[src/rtl/clz_skip_divider_pkg.sv]
// clz_skip_divider_pkg: shared widths and the requester/divider operand bundle.
`default_nettype none

package clz_skip_divider_pkg;

  localparam int DIV_WIDTH_DEFAULT = 32;
  localparam int CLZ_WIDTH_DEFAULT = $clog2(DIV_WIDTH_DEFAULT);

  // Operand bundle for a later struct-based requester/divider hookup.
  typedef struct packed {
    logic [DIV_WIDTH_DEFAULT-1:0] dividend;
    logic [DIV_WIDTH_DEFAULT-1:0] divisor;
    logic [CLZ_WIDTH_DEFAULT-1:0] dividend_clz;
    logic [CLZ_WIDTH_DEFAULT-1:0] divisor_clz;
    logic                         divisor_is_zero;
  } div_operands_t;

endpackage

`default_nettype wire

[src/rtl/clz_skip_divider_if.sv]
// clz_skip_divider_if: request/result bundle between requester (master) and divider (slave).
`default_nettype none

interface clz_skip_divider_if
  import clz_skip_divider_pkg::*;
#(
  parameter int DIV_WIDTH = DIV_WIDTH_DEFAULT
);

  localparam int CLZ_WIDTH = $clog2(DIV_WIDTH);

  logic                 start;
  logic [DIV_WIDTH-1:0] dividend;
  logic [DIV_WIDTH-1:0] divisor;
  logic [CLZ_WIDTH-1:0] dividend_CLZ;
  logic [CLZ_WIDTH-1:0] divisor_CLZ;
  logic                 divisor_is_zero;
  logic [DIV_WIDTH-1:0] quotient;
  logic [DIV_WIDTH-1:0] remainder;
  logic                 done;
  logic                 busy;

  modport master (
    output start, dividend, divisor, dividend_CLZ, divisor_CLZ, divisor_is_zero,
    input  quotient, remainder, done, busy
  );

  modport slave (
    input  start, dividend, divisor, dividend_CLZ, divisor_CLZ, divisor_is_zero,
    output quotient, remainder, done, busy
  );

endinterface

`default_nettype wire

[src/rtl/clz_skip_divider.sv]
// clz_skip_divider: restoring divider that skips leading-zero iterations using
// requester-supplied CLZ counts; K+1 iterations where K = divisor_CLZ - dividend_CLZ.
`default_nettype none

module clz_skip_divider
  import clz_skip_divider_pkg::*;
#(
  parameter int DIV_WIDTH = DIV_WIDTH_DEFAULT
) (
  input  logic              clk,
  input  logic              rst,
  clz_skip_divider_if.slave bus
);

  localparam int CLZ_WIDTH = $clog2(DIV_WIDTH);

  typedef enum logic [0:0] {
    IDLE = 1'b0,
    RUN  = 1'b1
  } state_t;

  state_t               state,   state_nxt;
  logic [DIV_WIDTH-1:0] quo,     quo_nxt;
  logic [DIV_WIDTH-1:0] rem,     rem_nxt;
  logic [DIV_WIDTH-1:0] aln,     aln_nxt;
  logic [CLZ_WIDTH-1:0] cnt,     cnt_nxt;
  logic                 done_r,  done_nxt;
  logic [CLZ_WIDTH-1:0] shift_k;
  logic                 fits;

  assign shift_k = bus.divisor_CLZ - bus.dividend_CLZ;
  assign fits    = (rem >= aln);

  always_ff @(posedge clk or negedge rst) begin
    if (!rst) begin
      state  <= IDLE;
      quo    <= '0;
      rem    <= '0;
      aln    <= '0;
      cnt    <= '0;
      done_r <= 1'b0;
    end else begin
      state  <= state_nxt;
      quo    <= quo_nxt;
      rem    <= rem_nxt;
      aln    <= aln_nxt;
      cnt    <= cnt_nxt;
      done_r <= done_nxt;
    end
  end

  always_comb begin
    state_nxt = state;
    quo_nxt   = quo;
    rem_nxt   = rem;
    aln_nxt   = aln;
    cnt_nxt   = cnt;
    done_nxt  = 1'b0;

    if (bus.start) begin
      // A start always wins, including mid-RUN: the old operation is dropped.
      rem_nxt = bus.dividend;
      quo_nxt = '0;
      if (bus.divisor_is_zero) begin
        quo_nxt   = '1;
        state_nxt = IDLE;
        done_nxt  = 1'b1;
      end else if (bus.divisor_CLZ < bus.dividend_CLZ) begin
        // Fewer leading zeros means the divisor is strictly larger: quotient is 0.
        state_nxt = IDLE;
        done_nxt  = 1'b1;
      end else begin
        aln_nxt   = bus.divisor << shift_k;
        cnt_nxt   = shift_k;
        state_nxt = RUN;
      end
    end else if (state == RUN) begin
      rem_nxt = fits ? (rem - aln) : rem;
      quo_nxt = {quo[DIV_WIDTH-2:0], fits};
      aln_nxt = aln >> 1;
      if (cnt == '0) begin
        state_nxt = IDLE;
        done_nxt  = 1'b1;
      end else begin
        cnt_nxt = cnt - 1'b1;
      end
    end
  end

  assign bus.quotient  = quo;
  assign bus.remainder = rem;
  assign bus.done      = done_r;
  assign bus.busy      = (state == RUN);

endmodule

`default_nettype wire
[src/flat_wrapper.sv]
// flat-port wrapper written by rule: the top's interface ports become plain ports
module clz_skip_divider_flat import clz_skip_divider_pkg::*;
#(
  parameter int DIV_WIDTH = DIV_WIDTH_DEFAULT
)
  (clk, rst, bus_start, bus_dividend, bus_divisor, bus_dividend_CLZ, bus_divisor_CLZ, bus_divisor_is_zero, bus_quotient, bus_remainder, bus_done, bus_busy);
  clz_skip_divider_if #(.DIV_WIDTH(DIV_WIDTH)) bus_i ();
  input  logic clk;
  input  logic rst;
  input wire logic [$bits(bus_i.start)-1:0] bus_start;
  input wire logic [$bits(bus_i.dividend)-1:0] bus_dividend;
  input wire logic [$bits(bus_i.divisor)-1:0] bus_divisor;
  input wire logic [$bits(bus_i.dividend_CLZ)-1:0] bus_dividend_CLZ;
  input wire logic [$bits(bus_i.divisor_CLZ)-1:0] bus_divisor_CLZ;
  input wire logic [$bits(bus_i.divisor_is_zero)-1:0] bus_divisor_is_zero;
  output wire logic [$bits(bus_i.quotient)-1:0] bus_quotient;
  output wire logic [$bits(bus_i.remainder)-1:0] bus_remainder;
  output wire logic [$bits(bus_i.done)-1:0] bus_done;
  output wire logic [$bits(bus_i.busy)-1:0] bus_busy;
  assign bus_i.start = bus_start;
  assign bus_i.dividend = bus_dividend;
  assign bus_i.divisor = bus_divisor;
  assign bus_i.dividend_CLZ = bus_dividend_CLZ;
  assign bus_i.divisor_CLZ = bus_divisor_CLZ;
  assign bus_i.divisor_is_zero = bus_divisor_is_zero;
  assign bus_quotient = bus_i.quotient;
  assign bus_remainder = bus_i.remainder;
  assign bus_done = bus_i.done;
  assign bus_busy = bus_i.busy;
  clz_skip_divider #(.DIV_WIDTH(DIV_WIDTH)) u_core (.clk(clk), .rst(rst), .bus(bus_i));
endmodule
[config.mk]
export PLATFORM = sky130hd
export DESIGN_NAME = clz_skip_divider_flat
export DESIGN_NICKNAME = d
export VERILOG_FILES = /design/src/rtl/clz_skip_divider_pkg.sv /design/src/rtl/clz_skip_divider_if.sv /design/src/rtl/clz_skip_divider.sv /design/src/flat_wrapper.sv
export SDC_FILE = /design/constraint.sdc
export NUM_CORES = 1
export LEC_CHECK = 0
export CAP_MARGIN = 20
export CORE_MARGIN = 2
export CORE_UTILIZATION = 40
export DETAILED_ROUTE_END_ITERATION = 6
export DONT_BUFFER_PORTS = 1
export GPL_TIMING_DRIVEN = 0
export SYNTH_ARGS = -nofsm -noshare
export SYNTH_HDL_FRONTEND = slang
export SYNTH_SLANG_ARGS = --single-unit
[constraint.sdc]
create_clock -name clk -period 2.5 [get_ports clk]
set_input_delay 0.375 -clock clk [delete_from_list [all_inputs] [get_ports clk]]
set_output_delay 0.375 -clock clk [all_outputs]
set_load 0.03 [all_outputs]
==> results of run 1 <==
-- worst max-delay path, stage by stage (launching register included) --
cell	delay [ns]
sky130_fd_sc_hd__dfrtp_2	0.49
sky130_fd_sc_hd__inv_2	0.11
sky130_fd_sc_hd__ha_4	0.13
sky130_fd_sc_hd__inv_2	0.03
sky130_fd_sc_hd__fa_2	0.36
sky130_fd_sc_hd__a21oi_4	0.16
sky130_fd_sc_hd__nor3b_2	0.07
sky130_fd_sc_hd__o21ai_2	0.14
sky130_fd_sc_hd__nand3_2	0.10
sky130_fd_sc_hd__a211o_1	0.33
sky130_fd_sc_hd__a31oi_4	0.24
sky130_fd_sc_hd__o21ai_4	0.15
sky130_fd_sc_hd__buf_6	0.19
sky130_fd_sc_hd__mux2_4	0.30
-- cell type report --
class | count | area (sq um) | area share [%]
buffer | 52 | 290 | 3.02
clock buffer | 9 | 225 | 2.34
clock inverter | 7 | 73.8 | 0.768
inverter | 54 | 215 | 2.24
multi-input combinational | 696 | 5660 | 58.8
sequential | 103 | 2610 | 27.1
tap | 270 | 338 | 3.51
timing repair buffer | 21 | 208 | 2.16
-- worst paths after layout --
path                                         start                  endpoint  slack [ns]  cells after the start
max reg2reg                u_core.bus.remainder[0]   u_core.bus.remainder[2]       -0.42                     13
min reg2reg                          u_core.aln[8]             u_core.aln[8]        0.50                      2
min in group clk               bus_divisor_is_zero    u_core.bus.quotient[0]        0.14                      2
min                                            rst  u_core.bus.remainder[23]       -0.30                      0
max in group asynchronous                      rst   u_core.bus.remainder[2]        2.58                      0
max                        u_core.bus.remainder[0]   u_core.bus.remainder[2]       -0.42                     13
-- power by group through the flow --
stage / clock network (mW) / logic [mW] / registers [mW]
after global routing: 1.57 / 8.38 / 3.60
after floorplan: 0 / 5.35 / 3.27
after global placement: 0 / 6.58 / 3.47
final: 1.46 / 7.71 / 3.51
after detailed placement: 0 / 6.60 / 3.49
after CTS: 1.51 / 6.92 / 3.48
-- what timing repair did --
item | in CTS | in global routing
pin swaps | 8 | 13
resized for setup | 40 | 51
setup endpoints to repair | 58 | 72
gates cloned | 2 | 0
hold endpoints to repair | 103 | 103
buffers inserted | 9 | 10
-- cells in the final DEF, fill, tap and decap left out, types with 19 or more instances in the layout --
cell type,instances
sky130_fd_sc_hd__dfrtp_2,23
sky130_fd_sc_hd__mux2_4,23
sky130_fd_sc_hd__dfrtp_1,80
sky130_fd_sc_hd__nor2_1,47
sky130_fd_sc_hd__o21ai_0,48
sky130_fd_sc_hd__inv_1,47
sky130_fd_sc_hd__a21oi_1,75
sky130_fd_sc_hd__nand2_1,96
sky130_fd_sc_hd__ha_4,21
sky130_fd_sc_hd__o21ai_1,24
sky130_fd_sc_hd__a21o_1,19
sky130_fd_sc_hd__buf_4,19
sky130_fd_sc_hd__mux2i_1,78
sky130_fd_sc_hd__clkbuf_1,24
-- cell families (layout without fill, tap and decap cells) --
family / after synthesis / after routing / share of synthesized area, %
AOI/OAI and AO/OA: 283 / 283 / 22.3
xor gates and xnor gates: 27 / 27 / 2.90
adders and majority gates: 41 / 41 / 6.48
buffers and inverters: 108 / 143 / 5.42
DFF: 103 / 103 / 31.6
muxes: 129 / 129 / 19.3
and+or+nand+nor: 216 / 216 / 12.0
-- metrics by stage --
| stage | std cells | power (mW) | cell area, sq um |
|---|---|---|---|
| after CTS | 1203 | 11.9 | 9310 |
| final | 1212 | 12.7 | 9610 |
| after floorplan | 907 | 8.62 | 8410 |
| after global routing | 1212 | 13.6 | 9610 |
| after detailed placement | 1177 | 10.1 | 8740 |
| after global placement | 1177 | 10.0 | 8740 |
-- registers in the layout, indices dropped and copies added, names as in the netlist --
signal / cells
u_core.bus.done: 1
u_core.bus.quotient: 32
u_core.bus.busy: 1
u_core.cnt: 5
u_core.aln: 32
u_core.bus.remainder: 32
-- routing by layer --
layer	track usage [%]	routed length [um]	share of wire, %
met1	31.3	11000	44
met4	6.46	596	2.4
met3	5.90	2010	8.1
met2	35.5	11300	45
met5	0	0	0
==> metrics list, run 1 <==
* YS warnings: 0
* Post-synthesis cell type with the largest combined area: sky130_fd_sc_hd__dfrtp_1
- The initial antenna violation count is 0.
- Total wirelength of the detailed-routed design: 24800 um
- Synth-to-layout area growth: 17.9%
- The clock network burns 11.5% of the power.
* Share of Yosys cell area claimed by the top area cell type: 31.6%
* Crit share post-route: 117%
- Fraction of final layout cells with drive strength greater than 1: 21.1%
- For this design the static power due to leakage is 4.01 nW.
- Power per Cell Area: 1320 nW/um^2
- The layout has 1927 filler cells.
* Worst VDD drop: 0.000428 V
* Upper clock frequency limit: 343 MHz
- Violated checks: negative hold slack, negative setup slack
- The tightest hold path in the finished design has a slack of -0.296 ns.
* Vias per inst: 5.81
- 0 antenna diodes ended up in the layout.
- The number of global-route vias before repair is 6881.
- Transition time at the pin with the least slew margin: 0.805 ns
- Worst slew margin relative to its limit: 45.9%
- Global-route usage over all layers: 22.7%
- By area the synthesized netlist is led by sky130_fd_sc_hd__dfrtp_1, sky130_fd_sc_hd__mux2i_1, sky130_fd_sc_hd__ha_1, sky130_fd_sc_hd__a21oi_1, sky130_fd_sc_hd__o21ai_0.
- Global routing finished with a remaining overflow of 0.
- Once detail routing completed, the nets flagged for antenna violations numbered 0.
- Syn avg cell area: 8.98 sq um
* CTS H-tree lvls: 3
* Overall via count from detail_route: 7047
- RSZ-0062 raised after global routing: true
- Maximum number of pins on one net before global-route repair: 104
- Worst-path maximum fanout: 5
- Type of the worst min-delay path: primary input to async pin
* Clock transition at path regs: 0.08 ns
- Starting utilization of the core area: 40.5%
- Counting every instance in the synthesized netlist gives 907.
- Worst EP arrival: 3.16 ns
- Starting DRT DRC Count: 476
- Register bit count reported by yosys: 103
- In this run, synthesis inferred 0 flip-flops with an integrated enable.
- The final max-slew violation count was 0.
* Share of async-settable or async-resettable flops after synthesis: 100%
- Minimum period implied by the final worst setup slack: 2.92 ns
* Die ar.: 21500 sq um
- Total iterations of the first detailed-routing run: 7
* Ports: 144
* Switching power: 6.01 mW
- Startpoint class of the critical path: register
- In this run, flip-flops and latches consume 27.7% of the power.
- Data required, critical path: 2.74 ns
* CP endpoint kind: register
- Sequential elements use 31.6% of the synthesized area.
* Setup slack after placement: -0.612 ns
* Number of library cell types mapped by synthesis: 64
- Drc violations: 0
- Std-Cell Rows: 52
- Net switching is 47.3% of the power.
- Total CTS buffers: 9
* Root cell of the clock tree: sky130_fd_sc_hd__clkbuf_16
- TritonCTS built the clock tree.
* Post-synthesis net count: 1026
- In the post-route analysis, the smallest setup slack over all paths is -0.419 ns.
- The mapped netlist covers 8150 sq um.
* Count of final hold-check violations: 103
- The floorplan step set the die width to 147 um.
- Core footprint: 20100 sq um
* Number of buffers on the longest clock path: 2
- The internal portion of the total power is 6.68 mW.
- Comb power frac: 60.8%
* Floorplan die height: 147 um
* Final weighted congestion in routability-driven placement: 0.903
- Dividing the detail-routed wire length by the instance count gives 20.5 um.
* Count leader, synth: sky130_fd_sc_hd__dfrtp_1
- The first global-routing pass estimated 38500 um of wire.
- Top cell types by occurrence after synthesis: sky130_fd_sc_hd__dfrtp_1, sky130_fd_sc_hd__nand2_1, sky130_fd_sc_hd__mux2i_1, sky130_fd_sc_hd__a21oi_1, sky130_fd_sc_hd__o21ai_0
- For this run, the post-layout net count is 1056.
* Start-to-end type of the worst setup path: register to register
* Number of setup violations in the final report: 54
* HPWL after detailed placement: 18700 um
- The tool flagged a number of max-cap violations equal to 0.
* Most used DFF post-synth: sky130_fd_sc_hd__dfrtp_1
- Outcome: finished with violations
- Final worst clock skew: 0.0118 ns
- Port Buf Inserts: 0
- Setup TNS: -13.33 ns
* Share of the core filled with cells: 47.8%
- At the later pin of the worst-skew pair, clock insertion delay measures 0.37 ns.
- The clock drives 103 sinks.
No activity file was read; power rests on OpenSTA's default activity.
==> run 2: changes to the inputs <==
--- a/config.mk
+++ b/config.mk
@@ -11,6 +11,7 @@
 export DETAILED_ROUTE_END_ITERATION = 6
 export DONT_BUFFER_PORTS = 1
 export GPL_TIMING_DRIVEN = 0
+export PLACE_DENSITY_LB_ADDON = 0.12
 export SYNTH_ARGS = -nofsm -noshare
 export SYNTH_HDL_FRONTEND = slang
 export SYNTH_SLANG_ARGS = --single-unit
==> run 2 against run 1 <==
Against the previous run: the flow still finishes with violations (negative hold slack, negative setup slack); final area increased by 5.8%; global-route usage grew 0.63 points; worst hold slack worse by 0.0058 ns; first-iteration DRC count shrank 25%; clock skew is 0.0018 ns lower; non-clock buffer count is 8 higher; critical path type unchanged; critical endpoint is now u_core.bus.remainder[5]; largest cell class unchanged.
==> metrics list, run 2 (synthesis results as in run 1) <==
* Outcome: finished with violations (unchanged)
- Violated checks: negative hold slack, negative setup slack (unchanged)
- The kind of cell adding the most delay to the critical path is compound AO/OA/AOI/OAI gates (unchanged).
- The highest clock rate was 343 MHz (about the same).
* Most common library cell in the layout ignoring fill and taps: sky130_fd_sc_hd__nand2_1 (unchanged)
- Transition time at the pin with the least slew margin: 0.856 ns (was 0.805 ns)
* Instance area after placement: 8740 sq um (unchanged)
- The area of the die came to 21500 sq um (unchanged).
- The final worst clock skew is 0.00997 ns (was 0.0118 ns).
* Total area of sequential cells: 2610 sq um (unchanged)
* Die extent in x: 147 um (unchanged)
- The final net count is 1064 (was 1056).
- The DRC marker count from the first detailed-route iteration is 359 (was 476).
- The capture point of the worst path is u_core.bus.remainder[5] (was u_core.bus.remainder[2]).
- The worst slew margin relative to its limit is 42.9% (was 45.9%).
- Share of the core filled with cells: 50.6% (was 47.8%)
- The overall power of the completed layout was 13.1 mW (was 12.7 mW).
* Hold slack final: -0.302 ns (was -0.296 ns)
* Total iterations of the first detailed-routing run: 5 (was 7)
* Type of the worst min-delay path: primary input to async pin (unchanged)
- Setup TNS: -12.52 ns (was -13.33 ns)
- TritonCTS clock tree: done (unchanged)
* Startpoint class of the critical path: register (unchanged)
- The overall global routing resource usage came to 23.4% (was 22.7%).
* Ports: 144 (unchanged)
- Commonest cells after routing, fill and taps aside: sky130_fd_sc_hd__nand2_1, sky130_fd_sc_hd__dfrtp_1, sky130_fd_sc_hd__a21oi_1, sky130_fd_sc_hd__mux2i_1, sky130_fd_sc_hd__inv_1 (was sky130_fd_sc_hd__nand2_1, sky130_fd_sc_hd__dfrtp_1, sky130_fd_sc_hd__mux2i_1, sky130_fd_sc_hd__a21oi_1, sky130_fd_sc_hd__o21ai_0).
* Final cell area excluding filler cells: 10200 sq um (was 9610 sq um)
* Minimum period implied by the final worst setup slack: 2.92 ns (about the same)
* PnR worst setup slack: -0.416 ns (was -0.419 ns)
- Most Frequent Cell on Critical Path: sky130_fd_sc_hd__inv_2 (unchanged)
- The sum of overflow across all layers after global routing is 0 (unchanged).
- Total wirelength of the detailed-routed design: 25900 um (was 24800 um)
* Number of buffers on the longest clock path: 2 (unchanged)
* Start-to-end type of the worst setup path: register to register (unchanged)
- The per-cell routed wire length is 21.3 um (was 20.5 um).
- CTS H-tree lvls: 3 (unchanged)
- The number of global-route vias before repair came to 7049 (was 6881).
- Clock Latency Late Sink: 0.36 ns (was 0.37 ns)
- The final hold violation count came to 103 (unchanged).
* Worst reg2reg startpoint: u_core.bus.remainder[0] (unchanged)
* Drc violations: 0 (unchanged)
* Total CTS buffers: 9 (unchanged)
- The met2 global-route usage is 38.0% (was 35.5%).
- Port Buf Inserts: 0 (unchanged)
- The total via count after detailed routing is 7072 (was 7047).
- Met3 Track Usage GR: 5.34% (was 5.90%)
* Combined area of the multi-input logic cells: 6050 sq um (was 5660 sq um)
- The final max-slew violation count was 0 (unchanged).
* Max Cap Violations: 0 (unchanged)
- The routed via count divided by cell count was 5.80 (was 5.81).
* CP endpoint kind: register (unchanged)
- Number of setup violations in the final report: 36 (was 54)
* Filler cells: 1864 (was 1927)
* Core footprint: 20100 sq um (unchanged)
* Cells along the critical path: inv_2, ha_4, inv_2, fa_2, a21oi_4, nor3b_4, o21ai_2, nand3_2, a211o_1, a31oi_4, o21ai_4, buf_6, mux2_4 (was inv_2, ha_4, inv_2, fa_2, a21oi_4, nor3b_2, o21ai_2, nand3_2, a211o_1, a31oi_4, o21ai_4, buf_6, mux2_4)
- RSZ-0062 raised after global routing: true (unchanged)
- The placed wire-length estimate came to 19400 um (was 18700 um).
- The delay of the slowest cell on the worst path came to 0.49 ns (about the same).
- The largest fanout of any net on the critical path was 5 (unchanged).
- The clock input transition at the sequential cells of the worst setup and hold paths came to 0.08 ns (about the same).
- N_diodes: 0 (unchanged)
- The data arrival time at the worst-slack endpoint came to 3.16 ns (about the same).
- The power per unit of standard cell area came to 1290 nW/um^2 (was 1320 nW/um^2).
- The worst reg2reg path endpoint was u_core.bus.remainder[5] (was u_core.bus.remainder[2]).
* Fraction of final layout cells with drive strength greater than 1: 28.2% (was 21.1%)
- Setup slack after placement: -0.588 ns (was -0.612 ns)
- Depth of the worst register-to-register path: 13 (unchanged)
- TritonCTS Sinks: 103 (unchanged)
* Crit path buffers/inverters: 3 (unchanged)
* Crit share post-route: 117% (about the same)
- The number of cell rows came to 52 (unchanged).
- The number of cells on the critical path came to 13 (unchanged).
* Final weighted congestion in routability-driven placement: 0.895 (was 0.903)
- First-pass GRT wire length: 39500 um (was 38500 um)
* Starting utilization of the core area: 40.5% (unchanged)
- Root cell of the clock tree: sky130_fd_sc_hd__clkbuf_16 (unchanged)
* Antenna violations before repair: 0 (unchanged)
* CP max stage cell: sky130_fd_sc_hd__dfrtp_2 (unchanged)
- The worst endpoint required time was 2.74 ns (about the same).
- The worst vdd rail ir drop is 0.000487 V (was 0.000428 V).
- The register-to-register path setup slack is -0.42 ns (about the same).
- Count of nets left with antenna violations after detail routing: 0 (unchanged)
- The leakage power is 4.12 nW (was 4.01 nW).
- Met1 global-route usage: 31.1% (was 31.3%)
- The origin of the worst setup path is u_core.bus.remainder[0] (unchanged).
- Most congested layer reported by global routing: met2 (unchanged)
* Maximum number of pins on one net before global-route repair: 104 (unchanged)
- The die height came to 147 um (unchanged).
* Synth-to-layout area growth: 24.8% (was 17.9%)
## run 2: power breakdown
group | switching [mW] | internal, mW | leakage [nW] | total, mW
Sequential | 1.28 | 2.25 | 1.19 | 3.53
Combinational | 4.13 | 3.83 | 2.76 | 7.96
Clock | 0.719 | 0.923 | 0.166 | 1.64
Total | 6.13 | 7.00 | 4.12 | 13.1
## run 2: how the worst min path moves through the flow
stage               startpoint                  endpoint  slack, ns  cells past startpoint
global placement           rst  u_core.bus.remainder[26]       0.08                      0
CTS                        rst  u_core.bus.remainder[25]      -0.31                      0
detailed placement         rst  u_core.bus.remainder[25]       0.08                      0
global route               rst   u_core.bus.remainder[6]      -0.32                      0
floorplan                  rst             u_core.aln[0]       0.08                      0
finish                     rst   u_core.bus.remainder[6]      -0.30                      0
## run 2: cell type report
class / count / share of cell area [%]
multi-input combinational: 696 / 59.5
sequential: 103 / 25.6
buffer: 53 / 3.38
tap: 270 / 3.32
timing repair buffer: 28 / 2.62
clock buffer: 10 / 2.35
inverter: 54 / 2.25
clock inverter: 6 / 0.960
## run 2: timing repair
item	CTS	global route
cloned	1	1
endpoints found under the hold margin	103	103
gates resized for setup	34	172
pin swaps	14	28
setup endpoints to repair	62	77
buffers inserted	4	22
## run 2: routing by layer
| metal | share of wire (%) | up-vias |
|---|---|---|
| li1 | - | 3401 |
| met1 | 44 | 3411 |
| met2 | 48 | 228 |
| met3 | 6.3 | 32 |
| met4 | 2.4 | 0 |
| met5 | 0 | - |
## run 2: stage by stage
| step | cells | hold slack [ns] |
|---|---|---|
| floorplan | 907 | 0.0794 |
| global placement | 1177 | 0.0828 |
| detailed placement | 1177 | 0.0829 |
| CTS | 1197 | -0.310 |
| global route | 1220 | -0.322 |
| finish | 1220 | -0.302 |
==> run 3: changes to the inputs <==
--- a/config.mk
+++ b/config.mk
@@ -5,6 +5,7 @@
 export SDC_FILE = /design/constraint.sdc
 export NUM_CORES = 1
 export LEC_CHECK = 0
+export ABC_AREA = 1
 export CAP_MARGIN = 20
 export CORE_MARGIN = 2
 export CORE_UTILIZATION = 40
==> run 3 against run 2 <==
Against the previous run: core utilization decreased by 5.5 points; routed wire length is 19% higher; critical path depth grew 3; sequential power decreased by 3%; cell count increased by 52%; highest routed layer unchanged; worst hold slack worse by 0.0013 ns; largest cell class unchanged; the run ends with negative hold slack left.
==> metrics list, run 3 <==
- Outcome: finished with violations (unchanged)
* Violated checks: negative hold slack (was negative hold slack, negative setup slack)
- The final worst-path setup slack is 0.116 ns (was -0.416 ns).
- Post-synthesis cell type with the largest combined area: sky130_fd_sc_hd__dfrtp_1 (unchanged)
- Clock Latency Late Sink: 0.36 ns (about the same)
- The count of H-tree levels built during CTS is 3 (unchanged).
- The net count of the mapped netlist came to 1669 (was 1026).
* Number of flops mapped to enable cells by yosys: 0 (unchanged)
- Total wirelength of the detailed-routed design: 30800 um (was 25900 um)
- The total via count after detailed routing came to 9463 (was 7072).
* Crit. Startpoint: u_core.bus.remainder[0] (unchanged)
- Share of async-settable or async-resettable flops after synthesis: 100% (unchanged)
- Fraction of power consumed by the clock network: 11.4% (was 12.5%)
- Endpoint of the worst register-to-register path: u_core.bus.remainder[6] (was u_core.bus.remainder[5])
- The dominant combinational cell family by area after synthesis is simple AND/OR/NAND/NOR gates (was compound AO/OA/AOI/OAI gates).
- Setup slack after placement: -0.291 ns (was -0.588 ns)
- Biggest area contributors in the synthesized netlist: sky130_fd_sc_hd__dfrtp_1, sky130_fd_sc_hd__nand2_1, sky130_fd_sc_hd__inv_1, sky130_fd_sc_hd__nand3_1, sky130_fd_sc_hd__ha_1 (was sky130_fd_sc_hd__dfrtp_1, sky130_fd_sc_hd__mux2i_1, sky130_fd_sc_hd__ha_1, sky130_fd_sc_hd__a21oi_1, sky130_fd_sc_hd__o21ai_0)
- The number of buffers on the longest clock path was 2 (unchanged).
- Start-to-end type of the worst setup path: register to register (unchanged)
* Total CTS buffers: 9 (unchanged)
* Std-Cell Rows: 55 (was 52)
- The most frequently used cell type in the post-synthesis netlist was sky130_fd_sc_hd__nand2_1 (was sky130_fd_sc_hd__dfrtp_1).
- Antenna violations before repair: 0 (unchanged)
- The chip width is 156 um (was 147 um).
- The most common cell after layout, fill and taps aside was sky130_fd_sc_hd__nand2_1 (unchanged).
- The proportion of layout cells with a drive suffix above 1 is 9.59% (was 28.2%).
- The most used cell along the critical path was sky130_fd_sc_hd__nand2_2 (was sky130_fd_sc_hd__inv_2).
- The fraction of the mapped netlist area in compound gates came to 8.84% (was 22.3%).
* Commonest cells after routing, fill and taps aside: sky130_fd_sc_hd__nand2_1, sky130_fd_sc_hd__inv_1, sky130_fd_sc_hd__nand3_1, sky130_fd_sc_hd__dfrtp_1, sky130_fd_sc_hd__nor2_1 (was sky130_fd_sc_hd__nand2_1, sky130_fd_sc_hd__dfrtp_1, sky130_fd_sc_hd__a21oi_1, sky130_fd_sc_hd__mux2i_1, sky130_fd_sc_hd__inv_1)
- NumNets Final: 1688 (was 1064)
* Power per Cell Area: 1300 nW/um^2 (was 1290 nW/um^2)
- The number of synthesized register bits was 103 (unchanged).
- The final max-slew violation count came to 0 (unchanged).
* Count of nets left with antenna violations after detail routing: 0 (unchanged)
- Setup TNS: 0 ns (was -12.52 ns)
* Core footprint: 22700 sq um (was 20100 sq um)
* Most used DFF post-synth: sky130_fd_sc_hd__dfrtp_1 (unchanged)
- Vias per inst: 5.09 (was 5.80)
- Worst slew margin relative to its limit: 42.0% (was 42.9%)
* Hold slack final: -0.303 ns (was -0.302 ns)
* Final worst clock skew: 0.0134 ns (was 0.00997 ns)
- Crit path largest cell delay: 0.49 ns (about the same)
- The overall power of the completed layout came to 13.3 mW (was 13.1 mW).
- The length of the first detailed-routing pass in iterations is 5 (unchanged).
- Global-route usage over all layers: 25.5% (was 23.4%)
- Root cell of the clock tree: sky130_fd_sc_hd__clkbuf_16 (unchanged)
- The mux cell area share after synthesis came to 0% (was 19.3%).
- The max capacitance violation total was 0 (unchanged).
* Netlist Area Pre-Place: 9260 sq um (was 8150 sq um)
- RSZ-0062 raised after global routing: true (unchanged).
* Switching power: 7.37 mW (was 6.13 mW)
* Floorplan die height: 156 um (was 147 um)
* Instance area after placement: 9620 sq um (was 8740 sq um)
* Upper clock frequency limit: 420 MHz (was 343 MHz)
- The category of the worst setup path capture point is a register (unchanged).
- The total non-filler cell area in the finished layout is 10200 sq um (about the same).
- The largest fanout of any net on the critical path was 10 (was 5).
- The number of global-route vias before repair is 9156 (was 7049).
* First-pass GRT wire length: 48500 um (was 39500 um)
- Minimum period implied by the final worst setup slack: 2.38 ns (was 2.92 ns)
* Total gr overflow: 0 (unchanged)
- TritonCTS clock tree: done (unchanged)
- Depth of the worst register-to-register path: 16 (was 13)
* Number of library cell types mapped by synthesis: 42 (was 64)
- The final cell utilization of the core was 45.0% (was 50.6%).
* Adder-Cell Fraction of Synth Area: 5.70% (was 6.48%)
- Top cell types by occurrence after synthesis: sky130_fd_sc_hd__nand2_1, sky130_fd_sc_hd__inv_1, sky130_fd_sc_hd__nand3_1, sky130_fd_sc_hd__dfrtp_1, sky130_fd_sc_hd__nor2_1 (was sky130_fd_sc_hd__dfrtp_1, sky130_fd_sc_hd__nand2_1, sky130_fd_sc_hd__mux2i_1, sky130_fd_sc_hd__a21oi_1, sky130_fd_sc_hd__o21ai_0)
- The fraction of post-synthesis cell area in the top cell type by area was 27.8% (was 31.6%).
* Net switching fraction of the power: 55.6% (was 46.7%)
* Pint: 5.88 mW (was 7.00 mW)
* Count of final hold-check violations: 103 (unchanged)
* Data required, critical path: 2.76 ns (was 2.74 ns)
- The sequential power share is 25.9% (was 26.9%).
* Drc violations: 0 (unchanged)
* YS warnings: 0 (unchanged)
* Fraction of the mapped netlist area in simple logic gates: 43.7% (was 12.0%)
- The class of the worst hold path is primary input to async pin (unchanged).
- Crit share post-route: 95.3% (was 117%)
* Transition time at the pin with the least slew margin: 0.871 ns (was 0.856 ns)
- The starting utilization of the core area was 40.8% (was 40.5%).
- HPWL after detailed placement: 24600 um (was 19400 um)
- The maximum number of pins on one net before global-route repair is 104 (unchanged).
* CP max stage cell: sky130_fd_sc_hd__dfrtp_2 (unchanged)
- The total of buffers placed on input and output ports is 0 (unchanged).
- Ports: 144 (unchanged)
- TritonCTS Sinks: 103 (unchanged)
- Synthesized-area fraction occupied by xor and xnor cells: 1.32% (was 2.90%)
* Worst VDD drop: 0.000488 V (was 0.000487 V)
- The DRC marker count from the first detailed-route iteration is 598 (was 359).
- Number of setup violations in the final report: 0 (was 36)
* Critical Path Sink: u_core.bus.remainder[6] (was u_core.bus.remainder[5])
* Startpoint class of the critical path: register (unchanged)
- The fraction of power consumed by combinational cells was 62.7% (was 60.6%).
- Worst EP arrival: 2.64 ns (was 3.16 ns)
* Syn avg cell area: 5.97 sq um (was 8.98 sq um)
- Die ar.: 24400 sq um (was 21500 sq um)
- Leakage: 5.60 nW (was 4.12 nW)
* Synth-to-layout area growth: 10.5% (was 24.8%)
- Routed WL per cell: 16.6 um (was 21.3 um)
- The register-to-register path setup slack is 0.12 ns (was -0.42 ns).
- Post-synthesis sequential area ratio: 27.8% (was 31.6%)
- The clock input transition at the sequential cells of the worst setup and hold paths is 0.09 ns (was 0.08 ns).
- Worst reg2reg startpoint: u_core.bus.remainder[0] (unchanged)
- Cells along the critical path: inv_2, ha_2, inv_2, fa_2, nand2_2, nand2_2, nand3_2, nand2_4, nand2_2, nand3_2, nand2_4, a21oi_4, buf_12, buf_6, nand2_1, nand2_1 (was inv_2, ha_4, inv_2, fa_2, a21oi_4, nor3b_4, o21ai_2, nand3_2, a211o_1, a31oi_4, o21ai_4, buf_6, mux2_4).
* Number of standard cells after synthesis: 1550 (was 907)
* N_diodes: 0 (unchanged)
* Final weighted congestion in routability-driven placement: 0.939 (was 0.895)
run 3: cell type report:
type                       count  area, sq um
multi-input combinational   1156         5670
tap                          285          357
clock buffer                   9          225
buffer                        60          329
timing repair buffer           8         97.6
fill                        2472        12500
sequential                   103         2590
inverter                     231          867
clock inverter                 7         91.3
run 3: stage by stage:
stage / hold WS (ns) / cells
after floorplan: 0.0794 / 1550
after global placement: 0.0827 / 1835
after detailed placement: 0.0829 / 1835
after CTS: -0.316 / 1853
after global routing: -0.323 / 1859
final: -0.303 / 1859
run 3: timing repair:
action / CTS / global route
gates resized for setup: 3 / 49
cloned: 0 / 1
pin swaps: 1 / 1
endpoints found under the hold margin: 103 / 103
endpoints found under the setup margin: 31 / 35
buffers inserted: 2 / 5
run 3: routing by layer:
layer	up-vias	track usage, %	part of all wire (%)
met5	-	0	0
met4	0	6.82	2.2
met3	36	3.92	4.6
met2	225	43.9	47
met1	4338	33.3	46
li1	4864	-	-
run 3: worst min path at each step:
stage / start / endpoint / depth (start not counted) / slack, ns
after floorplan: rst / u_core.aln[0] / 0 / 0.08
after global placement: rst / u_core.bus.remainder[3] / 0 / 0.08
after detailed placement: rst / u_core.bus.remainder[3] / 0 / 0.08
after CTS: rst / u_core.bus.remainder[3] / 0 / -0.32
after global routing: rst / u_core.bus.remainder[21] / 0 / -0.32
final: rst / u_core.bus.remainder[3] / 0 / -0.30
run 3: cell families (layout without fill, tap and decap cells):
family	after synthesis	count (layout)
buffers and inverters	291	315
adder cells (fa/ha/maj)	41	41
AND/OR/NAND/NOR	972	972
flip-flops	103	103
XOR/XNOR	11	11
AO/OA/AOI/OAI	132	132
run 3: critical path, delay by kind of cell, from the launching register on:
family,cells,cell delay (ns)
buf+inv,4,0.46
compound gates,1,0.06
flops,1,0.49
simple gates,9,0.69
fa+ha+maj,2,0.56
run 3: power groups by stage:
stage	clock network [mW]	logic, mW	registers (mW)
after global routing	1.63	9.46	3.51
final	1.51	8.31	3.43
after detailed placement	0	7.77	3.41
after global placement	0	7.72	3.41
after floorplan	0	5.91	3.22
after CTS	1.56	7.84	3.38
